$ cat src/rtl/cla_pipe_addsub_if.sv
// cla_pipe_addsub_if
//   Operand/result bundle for the pipelined carry-lookahead adder/subtractor.
//   master : producer of operands and consumer of results (execute stage, bench)
//   slave  : the adder itself
// Signals
//   in_valid / in_ready   operand beat handshake
//   a, b                  WIDTH-bit operands
//   sub                   1: a - b, 0: a + b + cin
//   cin                   carry-in for add (ignored on subtract)
//   out_valid / out_ready result beat handshake
//   sum                   WIDTH-bit result, mod 2^WIDTH
//   cout, ovf, zero       carry out of MSB, signed overflow, sum == 0
interface cla_pipe_addsub_if #(
  parameter int WIDTH = 32
);
  logic             in_valid;
  logic             in_ready;
  logic [WIDTH-1:0] a;
  logic [WIDTH-1:0] b;
  logic             sub;
  logic             cin;
  logic             out_valid;
  logic             out_ready;
  logic [WIDTH-1:0] sum;
  logic             cout;
  logic             ovf;
  logic             zero;

  modport master (
    output in_valid, a, b, sub, cin, out_ready,
    input  in_ready, out_valid, sum, cout, ovf, zero
  );

  modport slave (
    input  in_valid, a, b, sub, cin, out_ready,
    output in_ready, out_valid, sum, cout, ovf, zero
  );
endinterface

$ cat src/rtl/cla_pipe_addsub.sv
// cla_pipe_addsub
//   Pipelined carry-lookahead adder/subtractor with valid/ready flow control.
//   The operand is cut into BLOCK-bit lookahead groups; each of the STAGES
//   pipeline stages resolves WIDTH/BLOCK/STAGES consecutive groups, starting
//   from the carry registered by the stage below it.
// Ports
//   clock    rising-edge clock
//   reset_n  asynchronous active-low reset; clears every valid, data and flag register
//   bus      cla_pipe_addsub_if.slave (operands in, sum/cout/ovf/zero out)
// Timing
//   in_ready = out_ready | ~out_valid. A beat accepted at edge N reaches the
//   output register at edge N+STAGES-1 (N itself when STAGES == 1).
module cla_pipe_addsub #(
  parameter int WIDTH  = 32,
  parameter int BLOCK  = 8,
  parameter int STAGES = 2
) (
  input  logic               clock,
  input  logic               reset_n,
  cla_pipe_addsub_if.slave   bus
);

  localparam int NGRP = (BLOCK > 0) ? WIDTH / BLOCK : 1;
  localparam int GPS  = (STAGES > 0) ? NGRP / STAGES : 1;   // groups per stage
  localparam int SW   = GPS * BLOCK;                        // bits per stage

  generate
    if (BLOCK < 1 || STAGES < 1 || ((BLOCK > 0) ? (WIDTH % BLOCK) : 1) != 0 ||
        STAGES > NGRP || ((STAGES > 0) ? (NGRP % STAGES) : 1) != 0) begin : g_bad_cfg
      $error("cla_pipe_addsub: illegal WIDTH=%0d BLOCK=%0d STAGES=%0d", WIDTH, BLOCK, STAGES);
    end
  endgenerate

  logic adv;

  // Values presented to stage k: index 0 is the raw (pre-inverted) operand
  // beat, index k>0 is the register written by stage k-1.
  logic [WIDTH-1:0] a_st [STAGES];
  logic [WIDTH-1:0] b_st [STAGES];   // already beff
  logic [WIDTH-1:0] s_st [STAGES];   // sum bits finished by lower stages
  logic             c_st [STAGES];   // carry into this stage's slice
  logic             v_st [STAGES];

  // The whole pipe moves in lock-step, so a stall only depends on the
  // output register; in_valid never feeds in_ready.
  assign adv          = bus.out_ready | ~bus.out_valid;
  assign bus.in_ready = adv;

  assign a_st[0] = bus.a;
  assign b_st[0] = bus.sub ? ~bus.b : bus.b;
  assign c_st[0] = bus.sub | bus.cin;
  assign s_st[0] = '0;
  assign v_st[0] = bus.in_valid;

  genvar gi, gj;
  generate
    for (gi = 0; gi < STAGES; gi++) begin : g_stage
      logic [SW-1:0]    a_sl;
      logic [SW-1:0]    b_sl;
      logic [SW-1:0]    s_sl;
      logic [WIDTH-1:0] s_o;
      logic             c_o;

      assign a_sl = a_st[gi][gi*SW +: SW];
      assign b_sl = b_st[gi][gi*SW +: SW];

      for (gj = 0; gj < GPS; gj++) begin : g_grp
        logic [BLOCK-1:0] g;
        logic [BLOCK-1:0] p;
        logic [BLOCK-1:0] c;       // carry into each bit of the group
        logic             grp_g;
        logic             grp_p;
        logic             cin_g;
        logic             cout_g;

        assign g = a_sl[gj*BLOCK +: BLOCK] & b_sl[gj*BLOCK +: BLOCK];
        assign p = a_sl[gj*BLOCK +: BLOCK] ^ b_sl[gj*BLOCK +: BLOCK];

        if (gj == 0) begin : g_cin_slice
          assign cin_g = c_st[gi];
        end else begin : g_cin_prev
          assign cin_g = g_grp[gj-1].cout_g;
        end

        // Group generate/propagate depend only on operands, so the group
        // carry-out needs just one AND-OR past the incoming group carry.
        always_comb begin
          grp_g = 1'b0;
          grp_p = 1'b1;
          for (int i = 0; i < BLOCK; i++) begin
            grp_g = g[i] | (p[i] & grp_g);
            grp_p = grp_p & p[i];
          end
        end

        always_comb begin
          logic cr;
          c  = '0;
          cr = cin_g;
          for (int i = 0; i < BLOCK; i++) begin
            c[i] = cr;
            cr   = g[i] | (p[i] & cr);
          end
        end

        assign cout_g                   = grp_g | (grp_p & cin_g);
        assign s_sl[gj*BLOCK +: BLOCK]  = p ^ c;
      end

      assign c_o = g_grp[GPS-1].cout_g;

      always_comb begin
        s_o                = s_st[gi];
        s_o[gi*SW +: SW]   = s_sl;
      end

      if (gi < STAGES - 1) begin : g_mid
        logic [WIDTH-1:0] a_reg;
        logic [WIDTH-1:0] b_reg;
        logic [WIDTH-1:0] s_reg;
        logic             c_reg;
        logic             v_reg;

        always_ff @(posedge clock or negedge reset_n) begin
          if (!reset_n) begin
            a_reg <= '0;
            b_reg <= '0;
            s_reg <= '0;
            c_reg <= 1'b0;
            v_reg <= 1'b0;
          end else if (adv) begin
            a_reg <= a_st[gi];
            b_reg <= b_st[gi];
            s_reg <= s_o;
            c_reg <= c_o;
            v_reg <= v_st[gi];
          end
        end

        assign a_st[gi+1] = a_reg;
        assign b_st[gi+1] = b_reg;
        assign s_st[gi+1] = s_reg;
        assign c_st[gi+1] = c_reg;
        assign v_st[gi+1] = v_reg;
      end else begin : g_last
        logic [WIDTH-1:0] sum_reg;
        logic             cout_reg;
        logic             ovf_reg;
        logic             zero_reg;
        logic             valid_reg;
        logic             ovf_next;

        // Overflow: both addends share a sign and the result's sign differs.
        assign ovf_next = (a_st[gi][WIDTH-1] == b_st[gi][WIDTH-1]) &&
                          (s_o[WIDTH-1] != a_st[gi][WIDTH-1]);

        always_ff @(posedge clock or negedge reset_n) begin
          if (!reset_n) begin
            sum_reg   <= '0;
            cout_reg  <= 1'b0;
            ovf_reg   <= 1'b0;
            zero_reg  <= 1'b0;
            valid_reg <= 1'b0;
          end else if (adv) begin
            sum_reg   <= s_o;
            cout_reg  <= c_o;
            ovf_reg   <= ovf_next;
            zero_reg  <= ~|s_o;
            valid_reg <= v_st[gi];
          end
        end

        assign bus.sum       = sum_reg;
        assign bus.cout      = cout_reg;
        assign bus.ovf       = ovf_reg;
        assign bus.zero      = zero_reg;
        assign bus.out_valid = valid_reg;
      end
    end
  endgenerate

endmodule

$ cat src/flat_wrapper.sv
// flat-port wrapper written by rule: the top's interface ports become plain ports
module cla_pipe_addsub_flat 
#(
  parameter int WIDTH  = 32,
  parameter int BLOCK  = 8,
  parameter int STAGES = 2
)
  (clock, reset_n, bus_in_valid, bus_a, bus_b, bus_sub, bus_cin, bus_out_ready, bus_in_ready, bus_out_valid, bus_sum, bus_cout, bus_ovf, bus_zero);
  cla_pipe_addsub_if #(.WIDTH(WIDTH)) bus_i ();
  input  logic clock;
  input  logic reset_n;
  input wire logic [$bits(bus_i.in_valid)-1:0] bus_in_valid;
  input wire logic [$bits(bus_i.a)-1:0] bus_a;
  input wire logic [$bits(bus_i.b)-1:0] bus_b;
  input wire logic [$bits(bus_i.sub)-1:0] bus_sub;
  input wire logic [$bits(bus_i.cin)-1:0] bus_cin;
  input wire logic [$bits(bus_i.out_ready)-1:0] bus_out_ready;
  output wire logic [$bits(bus_i.in_ready)-1:0] bus_in_ready;
  output wire logic [$bits(bus_i.out_valid)-1:0] bus_out_valid;
  output wire logic [$bits(bus_i.sum)-1:0] bus_sum;
  output wire logic [$bits(bus_i.cout)-1:0] bus_cout;
  output wire logic [$bits(bus_i.ovf)-1:0] bus_ovf;
  output wire logic [$bits(bus_i.zero)-1:0] bus_zero;
  assign bus_i.in_valid = bus_in_valid;
  assign bus_i.a = bus_a;
  assign bus_i.b = bus_b;
  assign bus_i.sub = bus_sub;
  assign bus_i.cin = bus_cin;
  assign bus_i.out_ready = bus_out_ready;
  assign bus_in_ready = bus_i.in_ready;
  assign bus_out_valid = bus_i.out_valid;
  assign bus_sum = bus_i.sum;
  assign bus_cout = bus_i.cout;
  assign bus_ovf = bus_i.ovf;
  assign bus_zero = bus_i.zero;
  cla_pipe_addsub #(.WIDTH(WIDTH), .BLOCK(BLOCK), .STAGES(STAGES)) u_core (.clock(clock), .reset_n(reset_n), .bus(bus_i));
endmodule
$ cat config.mk
export PLATFORM = sky130hd
export DESIGN_NAME = cla_pipe_addsub_flat
export DESIGN_NICKNAME = d
export VERILOG_FILES = /design/src/rtl/cla_pipe_addsub_if.sv /design/src/rtl/cla_pipe_addsub.sv /design/src/flat_wrapper.sv
export SDC_FILE = /design/constraint.sdc
export NUM_CORES = 1
export LEC_CHECK = 0
export ABC_AREA = 0
export CELL_PAD_IN_SITES_DETAIL_PLACEMENT = 0
export CELL_PAD_IN_SITES_GLOBAL_PLACEMENT = 1
export CORE_MARGIN = 2
export CORE_UTILIZATION = 39
export DETAILED_ROUTE_END_ITERATION = 10
export PLACE_DENSITY = 0.86
export SKIP_LAST_GASP = 1
export SLEW_MARGIN = 20
export SYNTH_ARGS = -nofsm -noshare
export SYNTH_HDL_FRONTEND = slang
export SYNTH_SLANG_ARGS = --single-unit
$ cat constraint.sdc
create_clock -name clock -period 5.93 [get_ports clock]
set_input_delay 0.8895 -clock clock [delete_from_list [all_inputs] [get_ports clock]]
set_output_delay 0.8895 -clock clock [all_outputs]
set_load 0.01 [all_outputs]
==> implementation parameters, run 1 <==
Parameter                              Value

Clock tree
  Number of resized instances in the post-cts repair step ... 0
  TritonCTS clock tree ... yes
  Buffers inserted during post-CTS setup optimization ... 0
  Number of clock sinks ... 86
  Clock latency of the later-clocked register in the worst-skew pair ... 340 ps
  Root buffer cell ... sky130_fd_sc_hd__clkbuf_16
  Clk pin slew, worst setup/hold paths ... 60 ps
  Number of H-tree levels ... 3
  Post-CTS Hold Fix Bufs ... 0
  Number of clock buffers inserted by TritonCTS ... 9
  Bufs on Longest Clock Path ... 2

Route
  Number of detailed-route iterations in the first pass ... 5
  Number of DRC markers after the initial detailed-route iteration ... 146
  Antenna violation net count after detailed routing ... 0
  Total Routed Length ... 11.25 mm
  Average via count per standard cell ... 4.738
  Post-route DRC violation count ... 0
  Mean routed wirelength per cell ... 14.44 um
  Vias after detailed routing ... 3691

Layout
  Multi-input combinational cell area ... 2536 um2
  Antenna cell count ... 0
  Total number of nets in the final design ... 736
  Largest register FFs ... 32
  Reg area ... 2152 um2
  Number of fill cells in the layout ... 1133
  Proportion of layout cells with a drive suffix above 1 ... 4.910%
  Growth of design area from synthesis to finish ... 31.65%

GRT
  Initial antenna violation count ... 0
  Largest net degree at the start of global routing ... 88
  Aggregate global routing overflow ... 0
  Vias in the first global route ... 3869
  GR Util All Layers ... 17.98%
  Global-route wire length before repair ... 18.64 mm

Place
  Number of buffers inserted by port buffering ... 106
  Placed wire-length estimate ... 8.379 mm
  Worst slack, placed ... 488.8 ps
  RD Place Congestion ... 0.8752

Timing
  Post-Route Skew ... 5.026 ps
  Final period demand of the worst path ... 5341 ps
  Max Clock Freq ... 187.2 MHz
  Max-slew violation count ... 0
  Normalized max-slew margin ... 44.02%
  Pin slew with the least headroom to its limit ... 839.7 ps
  Setup repair after global routing missed its margin ... no
  Hold Violations, Final ... 0
  Final critical-path share of the clock period ... 90.07%
  Final critical-path setup slack ... 588.8 ps
  Final number of setup-violating endpoints ... 0
  Total negative slack for setup checks ... 0 ps

Status
  Outcome ... finished clean

Power and ir drop
  Switching portion of total power ... 32.12%
  Power density of the placed cells ... 364.0 nW/um2
  Relative contribution of the clock network to total power ... 28.2%
  Leakage power total ... 2.989 nW
  Share of power burned in combinational logic ... 34.4%
  Internal power summed over all cells ... 1.592 mW
  Total net switching power ... 753.3 uW
  Flop pwr share ... 37.4%
  Highest ir drop seen on vdd ... 0.1474 mV

Critical path
  Kind of start point of the critical path ... flip-flop
  Slowest cell on the critical path ... sky130_fd_sc_hd__fa_1
  Crit-path most repeated cell ... sky130_fd_sc_hd__fa_1
  Arrival time at the worst endpoint ... 5570 ps
  Worst-path cell chain ... ha_1 > a21o_1 > a2111oi_2 > a21oi_1 > nand2b_1 > fa_1 > fa_1 > fa_1 > fa_1 > fa_1 > fa_1 > fa_1 > nor4_1 > nand4_1 > o41ai_1
  CP required ... 6160 ps
  Kind of end point of the critical path ... flip-flop
  Crit path max fanout ... 3
  Crit path kind ... reg -> reg
  Critical path's largest stage delay ... 490 ps

Run
  Number of max-capacitance violations reported ... 0

Floorplanning
  Die Outline Area ... 13460 um2
  Core ar. ... 12110 um2
  Total I/O pin count ... 107
  Chip height ... 116.0 um
  Number of rows in the core area ... 40
  Die width ... 116.0 um
  Effective utilization at floorplan ... 40.40%

Yosys
  Mapped cell area ... 4893 um2
  Yosys Warn Count ... 0
  Cells taking the most area after synthesis ... sky130_fd_sc_hd__dfrtp_1 44%, sky130_fd_sc_hd__nand2_1 13%, sky130_fd_sc_hd__fa_1 11%
  Syn Inst Count ... 507
  Sequential share of the synthesized area ... 43.98%
  Largest area contributor in the synthesized netlist ... sky130_fd_sc_hd__dfrtp_1
  Avg Synthesized Cell Area ... 9.652 um2
  Flops & latches, synth ... 86
  Area share of the largest cell type after synthesis ... 43.98%
  Number of distinct standard cells referenced by the synthesized netlist ... 35
  Mapped Nets ... 637

Worst hold path
  Min-delay worst type ... reg -> reg
==> per-layer routing <==
metal	global-route usage, %	wire (um)
met5	0	0
met4	5.556	180
met3	3.347	445
met2	31.70	5722
met1	22.49	4897
==> layout make-up <==
class / instances / area share, %
multi-input cells: 370 / 39.37
well taps: 168 / 3.263
clock buffers: 10 / 3.709
clock inverters: 6 / 1.690
flip-flops and latches: 86 / 33.40
repair buffers: 110 / 16.88
inverters: 29 / 1.690
==> worst paths after layout <==
kind | depth (start not counted) | slack [ps] | endpoint | start
max reg2reg | 15 | 590 | u_core.bus.zero | u_core.g_stage[0].g_mid.b_reg[18]
max | 15 | 590 | u_core.bus.zero | u_core.g_stage[0].g_mid.b_reg[18]
min | 2 | 460 | u_core.g_stage[0].g_mid.v_reg | u_core.g_stage[0].g_mid.v_reg
min in group asynchronous | 1 | 570 | u_core.bus.sum[21] | reset_n
min reg2reg | 2 | 460 | u_core.g_stage[0].g_mid.v_reg | u_core.g_stage[0].g_mid.v_reg
max in group asynchronous | 1 | 4800 | u_core.g_stage[0].g_mid.a_reg[26] | reset_n
==> power by group through the flow <==
stage | clock network [mW] | logic (mW) | registers (mW)
2_1_floorplan | 0 | 0.390 | 0.908
3_3_place_gp | 0 | 0.792 | 0.883
3_5_place_dp | 0 | 0.812 | 0.891
4_1_cts | 0.669 | 0.820 | 0.883
5_1_grt | 0.698 | 0.908 | 0.901
6_report | 0.660 | 0.807 | 0.878
==> synthesized netlist by cell type (all sizes together) <==
library cell and count:
a211oi 3, o211ai 3, nor4 9, a31oi 1
a2111oi 2, inv 29, o2111ai 1, nand2 164
nand4b 1, o22ai 2, ha 32, a21oi 25
o21a 2, nand2b 3, o22a 1, o21ai 20
xnor2 19, o41ai 1, nand4 7, buf 15
clkbuf 7, dfrtp 86, nor2b 1, nor2 24
fa 28, o31ai 1, a21o 2, xor2 18
==> per-stage QoR <==
step,hold slack (ps),utilization [%],std cells,total power [mW],cell area (um2)
floorplan,430.0,-,507,1.298,4893
global placement,441.4,50.29,763,1.675,6091
detailed placement,451.5,50.29,763,1.703,6091
CTS,465.2,53.16,779,2.372,6439
global route,477.3,53.19,779,2.507,6442
finish,459.2,53.19,779,2.345,6442
==> placed cells by master (no fill, tap or decap), types with 3 or more instances in the layout <==
cell / count
sky130_fd_sc_hd__nand4_1: 7
sky130_fd_sc_hd__bufinv_16: 3
sky130_fd_sc_hd__fa_1: 28
sky130_fd_sc_hd__inv_1: 28
sky130_fd_sc_hd__xor2_1: 18
sky130_fd_sc_hd__nor4_1: 8
sky130_fd_sc_hd__xnor2_1: 19
sky130_fd_sc_hd__a21oi_1: 24
sky130_fd_sc_hd__dfrtp_1: 86
sky130_fd_sc_hd__clkbuf_16: 9
sky130_fd_sc_hd__buf_4: 4
sky130_fd_sc_hd__a211oi_1: 3
sky130_fd_sc_hd__o21ai_0: 4
sky130_fd_sc_hd__nor2_1: 24
sky130_fd_sc_hd__clkdlybuf4s50_1: 104
sky130_fd_sc_hd__o21ai_1: 16
sky130_fd_sc_hd__nand2b_1: 3
sky130_fd_sc_hd__ha_1: 32
sky130_fd_sc_hd__nand2_1: 164
==> critical path, delay by kind of cell, from the launching register on <==
| kind | cells | cell delay, ps |
|---|---|---|
| AOI/OAI and AO/OA | 4 | 960 |
| DFF | 1 | 430 |
| adders and majority gates | 8 | 3160 |
| and+or+nand+nor | 3 | 670 |
==> cell families after synthesis <==
logic type / share of synthesized area, %
buf+inv: 4.347
fa+ha+maj: 19.64
flops: 43.98
xor+xnor: 6.622
simple gates: 17.28
compound gates: 8.131
Power figures use the tool's default switching activity.
==> inputs of run 2 (changes only) <==
--- a/config.mk
+++ b/config.mk
@@ -11,6 +11,7 @@
 export CORE_MARGIN = 2
 export CORE_UTILIZATION = 39
 export DETAILED_ROUTE_END_ITERATION = 10
+export HOLD_SLACK_MARGIN = 0.05
 export PLACE_DENSITY = 0.86
 export SKIP_LAST_GASP = 1
 export SLEW_MARGIN = 20
==> constraint.sdc (replaced) <==
create_clock -name clock -period 5.5 [get_ports clock]
set_input_delay 0.825 -clock clock [delete_from_list [all_inputs] [get_ports clock]]
set_output_delay 0.825 -clock clock [all_outputs]
set_load 0.01 [all_outputs]
==> implementation parameters, run 2 (synthesis results as in run 1) <==
Parameter                              Value

Status
  Outcome ... finished clean

Critical path
  Kind of start point of the critical path ... flip-flop
  Crit path max fanout ... 3 (unchanged)
  Worst-path cell chain ... ha_1 > a21o_1 > a2111oi_2 > a21oi_1 > nand2b_1 > fa_1 > fa_1 > fa_1 > fa_1 > fa_1 > fa_1 > fa_1 > xnor2_1 > nand2_1 > o41ai_1
  Critical path's largest stage delay ... 430 ps (-60 ps)
  Slowest cell on the critical path ... sky130_fd_sc_hd__fa_1
  Crit path kind ... reg -> reg
  CP required ... 5720 ps (-440 ps)
  Arrival time at the worst endpoint ... 5470 ps (-100 ps)
  Kind of end point of the critical path ... flip-flop
  Crit-path most repeated cell ... sky130_fd_sc_hd__fa_1

Route
  Vias after detailed routing ... 3675 (-0.43%)
  Antenna violation net count after detailed routing ... 0 (unchanged)
  Post-route DRC violation count ... 0 (unchanged)
  Number of detailed-route iterations in the first pass ... 4 (-1)
  Total Routed Length ... 10.86 mm (-3.4%)
  Average via count per standard cell ... 4.724 (-0.31%)
  Mean routed wirelength per cell ... 13.96 um (-3.3%)
  Number of DRC markers after the initial detailed-route iteration ... 194 (+33%)

Clock tree
  Number of clock sinks ... 86 (unchanged)
  Root buffer cell ... sky130_fd_sc_hd__clkbuf_16
  Clock latency of the later-clocked register in the worst-skew pair ... 330 ps (about the same)
  TritonCTS clock tree ... yes
  Bufs on Longest Clock Path ... 2 (unchanged)
  Number of clock buffers inserted by TritonCTS ... 9 (unchanged)
  Number of H-tree levels ... 3 (unchanged)
  Clk pin slew, worst setup/hold paths ... 60 ps (about the same)

Layout
  Post-layout utilization of the core ... 52.59% (-0.60 points)
  Total number of nets in the final design ... 736 (unchanged)
  Proportion of layout cells with a drive suffix above 1 ... 4.426% (-0.48 points)
  Growth of design area from synthesis to finish ... 30.17%
  Commonest non-fill, non-tap cell in the layout ... sky130_fd_sc_hd__nand2_1
  Largest register FFs ... 32 (unchanged)
  Most frequent cells in the layout ... 164 x sky130_fd_sc_hd__nand2_1, 104 x sky130_fd_sc_hd__clkdlybuf4s50_1, 86 x sky130_fd_sc_hd__dfrtp_1, 32 x sky130_fd_sc_hd__ha_1
  Reg area ... 2152 um2 (unchanged)
  Multi-input combinational cell area ... 2542 um2 (+0.25%)
  Antenna cell count ... 0 (unchanged)
  Number of fill cells in the layout ... 1139 (+0.53%)

Power and ir drop
  Total net switching power ... 784.9 uW (+4.2%)
  Relative contribution of the clock network to total power ... 23.6% (-4.6 points)
  Share of power burned in combinational logic ... 36.6% (+2.2 points)
  Leakage power total ... 2.950 nW (-1.3%)
  Overall power ... 2.376 mW (+1.3%)
  Highest ir drop seen on vdd ... 0.1473 mV (about the same)
  Flop pwr share ... 39.8% (+2.4 points)
  Switching portion of total power ... 33.03% (+0.91 points)
  Internal power summed over all cells ... 1.592 mW (about the same)
  Power density of the placed cells ... 373.1 nW/um2 (+2.5%)

Floorplanning
  Total I/O pin count ... 107 (unchanged)
  Core ar. ... 12110 um2 (unchanged)
  Die Outline Area ... 13460 um2 (unchanged)
  Number of rows in the core area ... 40 (unchanged)
  Effective utilization at floorplan ... 40.40% (unchanged)
  Chip height ... 116.0 um (unchanged)
  Die width ... 116.0 um (unchanged)

Timing
  Final critical-path share of the clock period ... 95.34% (+5.3 points)
  Final number of setup-violating endpoints ... 0 (unchanged)
  Setup repair after global routing missed its margin ... no
  Hold Violations, Final ... 0 (unchanged)
  Max-slew violation count ... 0 (unchanged)
  Final period demand of the worst path ... 5244 ps (-97.31 ps)
  Normalized max-slew margin ... 44.88% (+0.86 points)
  Max Clock Freq ... 190.7 MHz (+1.9%)
  Total negative slack for setup checks ... 0 ps (unchanged)
  Pin slew with the least headroom to its limit ... 826.8 ps (-12.89 ps)
  Post-Route Skew ... 4.372 ps (-0.6543 ps)

Place
  RD Place Congestion ... 0.8759 (about the same)
  Number of buffers inserted by port buffering ... 106 (unchanged)
  Placed wire-length estimate ... 8.158 mm (-2.6%)

GRT
  Aggregate global routing overflow ... 0 (unchanged)
  Vias in the first global route ... 3704 (-4.3%)
  GR Util All Layers ... 17.20% (-0.78 points)
  Global-route wire length before repair ... 17.89 mm (-4.0%)
  Largest net degree at the start of global routing ... 88 (unchanged)
  Initial antenna violation count ... 0 (unchanged)

Run
  Number of max-capacitance violations reported ... 0 (unchanged)

Worst hold path
  Min-delay worst type ... reg -> reg
==> run 2: cell count changes in the layout (fill, tap and decap cells not counted) <==
cell,delta
sky130_fd_sc_hd__clkinv_4,-1
sky130_fd_sc_hd__nor4_1,-1
sky130_fd_sc_hd__clkinv_2,-1
sky130_fd_sc_hd__bufinv_16,-3
sky130_fd_sc_hd__clkbuf_8,+1
sky130_fd_sc_hd__nor4_2,+1
sky130_fd_sc_hd__clkbuf_1,+3
==> run 2: path summary, 6_finish.rpt <==
path,startpoint,end,slack (ps),cells past startpoint
max,u_core.g_stage[0].g_mid.a_reg[18],u_core.bus.zero,260,15
min,u_core.g_stage[0].g_mid.v_reg,u_core.bus.out_valid,460,1
max reg2reg,u_core.g_stage[0].g_mid.a_reg[18],u_core.bus.zero,260,15
min reg2reg,u_core.g_stage[0].g_mid.v_reg,u_core.bus.out_valid,460,1
max in group asynchronous,reset_n,u_core.bus.sum[2],4410,1
min in group asynchronous,reset_n,u_core.bus.sum[20],540,1
==> run 2: what timing repair did <==
item                       in CTS  in global routing
hold buffers                    0                  0
gates resized for setup         0                  1
setup buffers                   0                  0
setup endpoints to repair       0                  1
==> run 2: layer usage <==
metal / part of all wire [%] / GRT usage [%] / routed length [um]
met1: 46 / 22.73 / 5000
met5: 0 / 0 / 0
met2: 48 / 28.15 / 5163
met4: 3.0 / 7.937 / 324
met3: 3.4 / 2.510 / 373
==> run 2: through the flow <==
stage / cells / cell area, um2 / setup WS (ps) / hold WS, ps
2_1_floorplan: 507 / 4893 / 451.8 / 430.0
3_3_place_gp: 763 / 6091 / 207.2 / 442.7
3_5_place_dp: 763 / 6091 / 156.1 / 450.1
4_1_cts: 778 / 6360 / 118.6 / 467.3
5_1_grt: 778 / 6370 / 14.69 / 471.3
6_report: 778 / 6370 / 256.2 / 460.2
==> run 2: power groups by stage <==
stage               clock network, mW  registers [mW]  logic [mW]
floorplan                           0           0.979       0.420
global placement                    0           0.952       0.854
detailed placement                  0           0.961       0.873
CTS                             0.570           0.951       0.878
global route                    0.593           0.976       0.972
finish                          0.560           0.946       0.870
==> run 2: worst max-delay path, delay by kind of cell (launching register included) <==
kind,cells,cell delay (ps)
compound gates,4,1000
xor+xnor,1,280
fa+ha+maj,8,3180
flops,1,420
simple gates,2,260
==> run 2: area by class of cell <==
cell class,instances,area share [%]
Timing Repair Buffer,110,17.07
Sequential cell,86,33.79
Tap cell,168,3.300
Clock inverter,1,0.07857
Clock buffer,14,4.145
Multi-Input combinational cell,370,39.91
Inverter,29,1.709
==> inputs of run 3 (changes only) <==
--- a/config.mk
+++ b/config.mk
@@ -11,6 +11,7 @@
 export CORE_MARGIN = 2
 export CORE_UTILIZATION = 39
 export DETAILED_ROUTE_END_ITERATION = 10
+export GPL_TIMING_DRIVEN = 0
 export HOLD_SLACK_MARGIN = 0.05
 export PLACE_DENSITY = 0.86
 export SKIP_LAST_GASP = 1
==> implementation parameters, run 3 (synthesis results as in run 1) <==
Parameter                              Value

Clock tree
  Number of clock buffers inserted by TritonCTS ... 9 (unchanged)
  TritonCTS clock tree ... yes
  Number of clock sinks ... 86 (unchanged)
  Root buffer cell ... sky130_fd_sc_hd__clkbuf_16
  Clk pin slew, worst setup/hold paths ... 60 ps (about the same)
  Buffers inserted during post-CTS setup optimization ... 0 (unchanged)
  Clock latency of the later-clocked register in the worst-skew pair ... 340 ps (about the same)
  Number of H-tree levels ... 3 (unchanged)
  Bufs on Longest Clock Path ... 2 (unchanged)

Layout
  Total number of nets in the final design ... 754 (+2.4%)
  Most frequent cells in the layout ... 164 x sky130_fd_sc_hd__nand2_1, 104 x sky130_fd_sc_hd__clkdlybuf4s50_1, 86 x sky130_fd_sc_hd__dfrtp_1, 32 x sky130_fd_sc_hd__ha_1
  Growth of design area from synthesis to finish ... 32.37%
  Proportion of layout cells with a drive suffix above 1 ... 6.359% (+1.9 points)
  Antenna cell count ... 0 (unchanged)
  Commonest non-fill, non-tap cell in the layout ... sky130_fd_sc_hd__nand2_1
  Largest register FFs ... 32 (unchanged)
  Number of fill cells in the layout ... 1134 (-0.44%)

Floorplanning
  Chip height ... 116.0 um (unchanged)
  Die width ... 116.0 um (unchanged)
  Die Outline Area ... 13460 um2 (unchanged)
  Effective utilization at floorplan ... 40.40% (unchanged)
  Total I/O pin count ... 107 (unchanged)
  Core ar. ... 12110 um2 (unchanged)
  Number of rows in the core area ... 40 (unchanged)

Critical path
  Crit path max fanout ... 3 (unchanged)
  Kind of start point of the critical path ... flip-flop
  Arrival time at the worst endpoint ... 5440 ps (-30 ps)
  Kind of end point of the critical path ... flip-flop
  CP required ... 5730 ps (about the same)
  Crit path kind ... reg -> reg

Timing
  Final critical-path share of the clock period ... 94.83% (-0.51 points)
  Final critical-path setup slack ... 284.3 ps (+28.11 ps)
  Max Clock Freq ... 191.7 MHz (+0.54%)
  Pin slew with the least headroom to its limit ... 548.5 ps (-278.2 ps)
  Final period demand of the worst path ... 5216 ps (-28.11 ps)
  Normalized max-slew margin ... 63.09% (+18 points)
  Total negative slack for setup checks ... 0 ps (unchanged)
  Max-slew violation count ... 0 (unchanged)
  Post-Route Skew ... 14.34 ps (+9.964 ps)
  Final number of setup-violating endpoints ... 0 (unchanged)
  Hold Violations, Final ... 0 (unchanged)
  Setup repair after global routing missed its margin ... no

Power and ir drop
  Power density of the placed cells ... 376.2 nW/um2 (+0.85%)
  Highest ir drop seen on vdd ... 0.1941 mV (+32%)
  Leakage power total ... 3.017 nW (+2.3%)

Place
  Number of buffers inserted by port buffering ... 105 (-0.94%)
  RD Place Congestion ... 0.8916 (+1.8%)
  Placed wire-length estimate ... 9.682 mm (+19%)
  Worst slack, placed ... 103.5 ps (-52.64 ps)

GRT
  Aggregate global routing overflow ... 0 (unchanged)
  Global-route wire length before repair ... 19.89 mm (+11%)
  Initial antenna violation count ... 0 (unchanged)
  GR Util All Layers ... 19.25% (+2.0 points)
  Largest net degree at the start of global routing ... 58 (-34%)
  Vias in the first global route ... 4057 (+9.5%)

Route
  Post-route DRC violation count ... 0 (unchanged)
  Antenna violation net count after detailed routing ... 0 (unchanged)
  Number of detailed-route iterations in the first pass ... 5 (+1)
  Mean routed wirelength per cell ... 15.23 um (+9.1%)
  Vias after detailed routing ... 3875 (+5.4%)
  Average via count per standard cell ... 4.862 (+2.9%)
  Number of DRC markers after the initial detailed-route iteration ... 163 (-16%)
  Total Routed Length ... 12.14 mm (+12%)

Worst hold path
  Min-delay worst type ... in -> async

Status
  Outcome ... finished clean

Run
  Number of max-capacitance violations reported ... 0 (unchanged)
==> run 3: critical path, stage by stage, from the launching register on <==
cell and delay [ps]:
sky130_fd_sc_hd__dfrtp_1 430, sky130_fd_sc_hd__ha_1 330, sky130_fd_sc_hd__a21o_1 190, sky130_fd_sc_hd__a2111oi_2 340, sky130_fd_sc_hd__a21oi_1 150, sky130_fd_sc_hd__nand2b_1 180
sky130_fd_sc_hd__fa_1 390, sky130_fd_sc_hd__fa_1 400, sky130_fd_sc_hd__fa_1 400, sky130_fd_sc_hd__fa_1 400, sky130_fd_sc_hd__fa_1 390, sky130_fd_sc_hd__fa_1 410
sky130_fd_sc_hd__fa_1 490, sky130_fd_sc_hd__nor4_2 210, sky130_fd_sc_hd__nand4_1 130, sky130_fd_sc_hd__o41ai_1 260
==> run 3: final cells by class <==
class                      instances  area [um2]  area share [%]
clock inverter                     6       62.56          0.9658
tap                              168       210.2           3.245
sequential                        86        2152           33.22
timing repair buffer             106        1076           16.61
multi-input combinational        370        2535           39.13
buffer                            22       103.9           1.603
clock buffer                      10       229.0           3.535
inverter                          29       108.9           1.681
==> run 3: layer usage <==
metal	track usage [%]	vias up	routed length [um]
li1	-	1879	-
met1	24.21	1895	5211
met2	33.61	79	6145
met3	3.452	22	479
met4	6.508	0	298
met5	0	-	0
==> run 3: power by group <==
group / internal [mW] / total, mW / leakage (nW) / switching, mW
Sequential: 0.812 / 0.948 / 1.02 / 0.136
Combinational: 0.456 / 0.892 / 1.85 / 0.436
Clock: 0.351 / 0.597 / 0.146 / 0.246
Total: 1.62 / 2.44 / 3.02 / 0.818
==> run 3: worst paths after layout <==
check,startpoint,end,slack (ps),cells past startpoint
worst max-delay path,u_core.g_stage[0].g_mid.a_reg[18],u_core.bus.zero,280,15
worst min-delay path,reset_n,u_core.bus.sum[20],420,1
worst max register to register,u_core.g_stage[0].g_mid.a_reg[18],u_core.bus.zero,280,15
worst min register to register,u_core.g_stage[0].g_mid.v_reg,u_core.g_stage[0].g_mid.v_reg,460,2
max in group asynchronous,reset_n,u_core.g_stage[0].g_mid.c_reg,4470,2
min in group clock,u_core.g_stage[0].g_mid.v_reg,u_core.g_stage[0].g_mid.v_reg,460,2
==> run 3: metrics by stage <==
stage	instances	power (mW)	util (%)	instance area, um2	hold WS [ps]
after floorplan	507	1.400	-	4893	430.0
after global placement	780	1.825	50.82	6155	446.0
after detailed placement	781	1.855	51.02	6180	451.9
after CTS	797	2.452	53.43	6471	429.4
after global routing	797	2.606	53.48	6477	444.0
final	797	2.437	53.48	6477	417.7
==> run 3: timing repair <==
| action | CTS | global route |
|---|---|---|
| resized for setup | 0 | 1 |
| hold buffers | 0 | 0 |
| endpoints found under the setup margin | 0 | 1 |
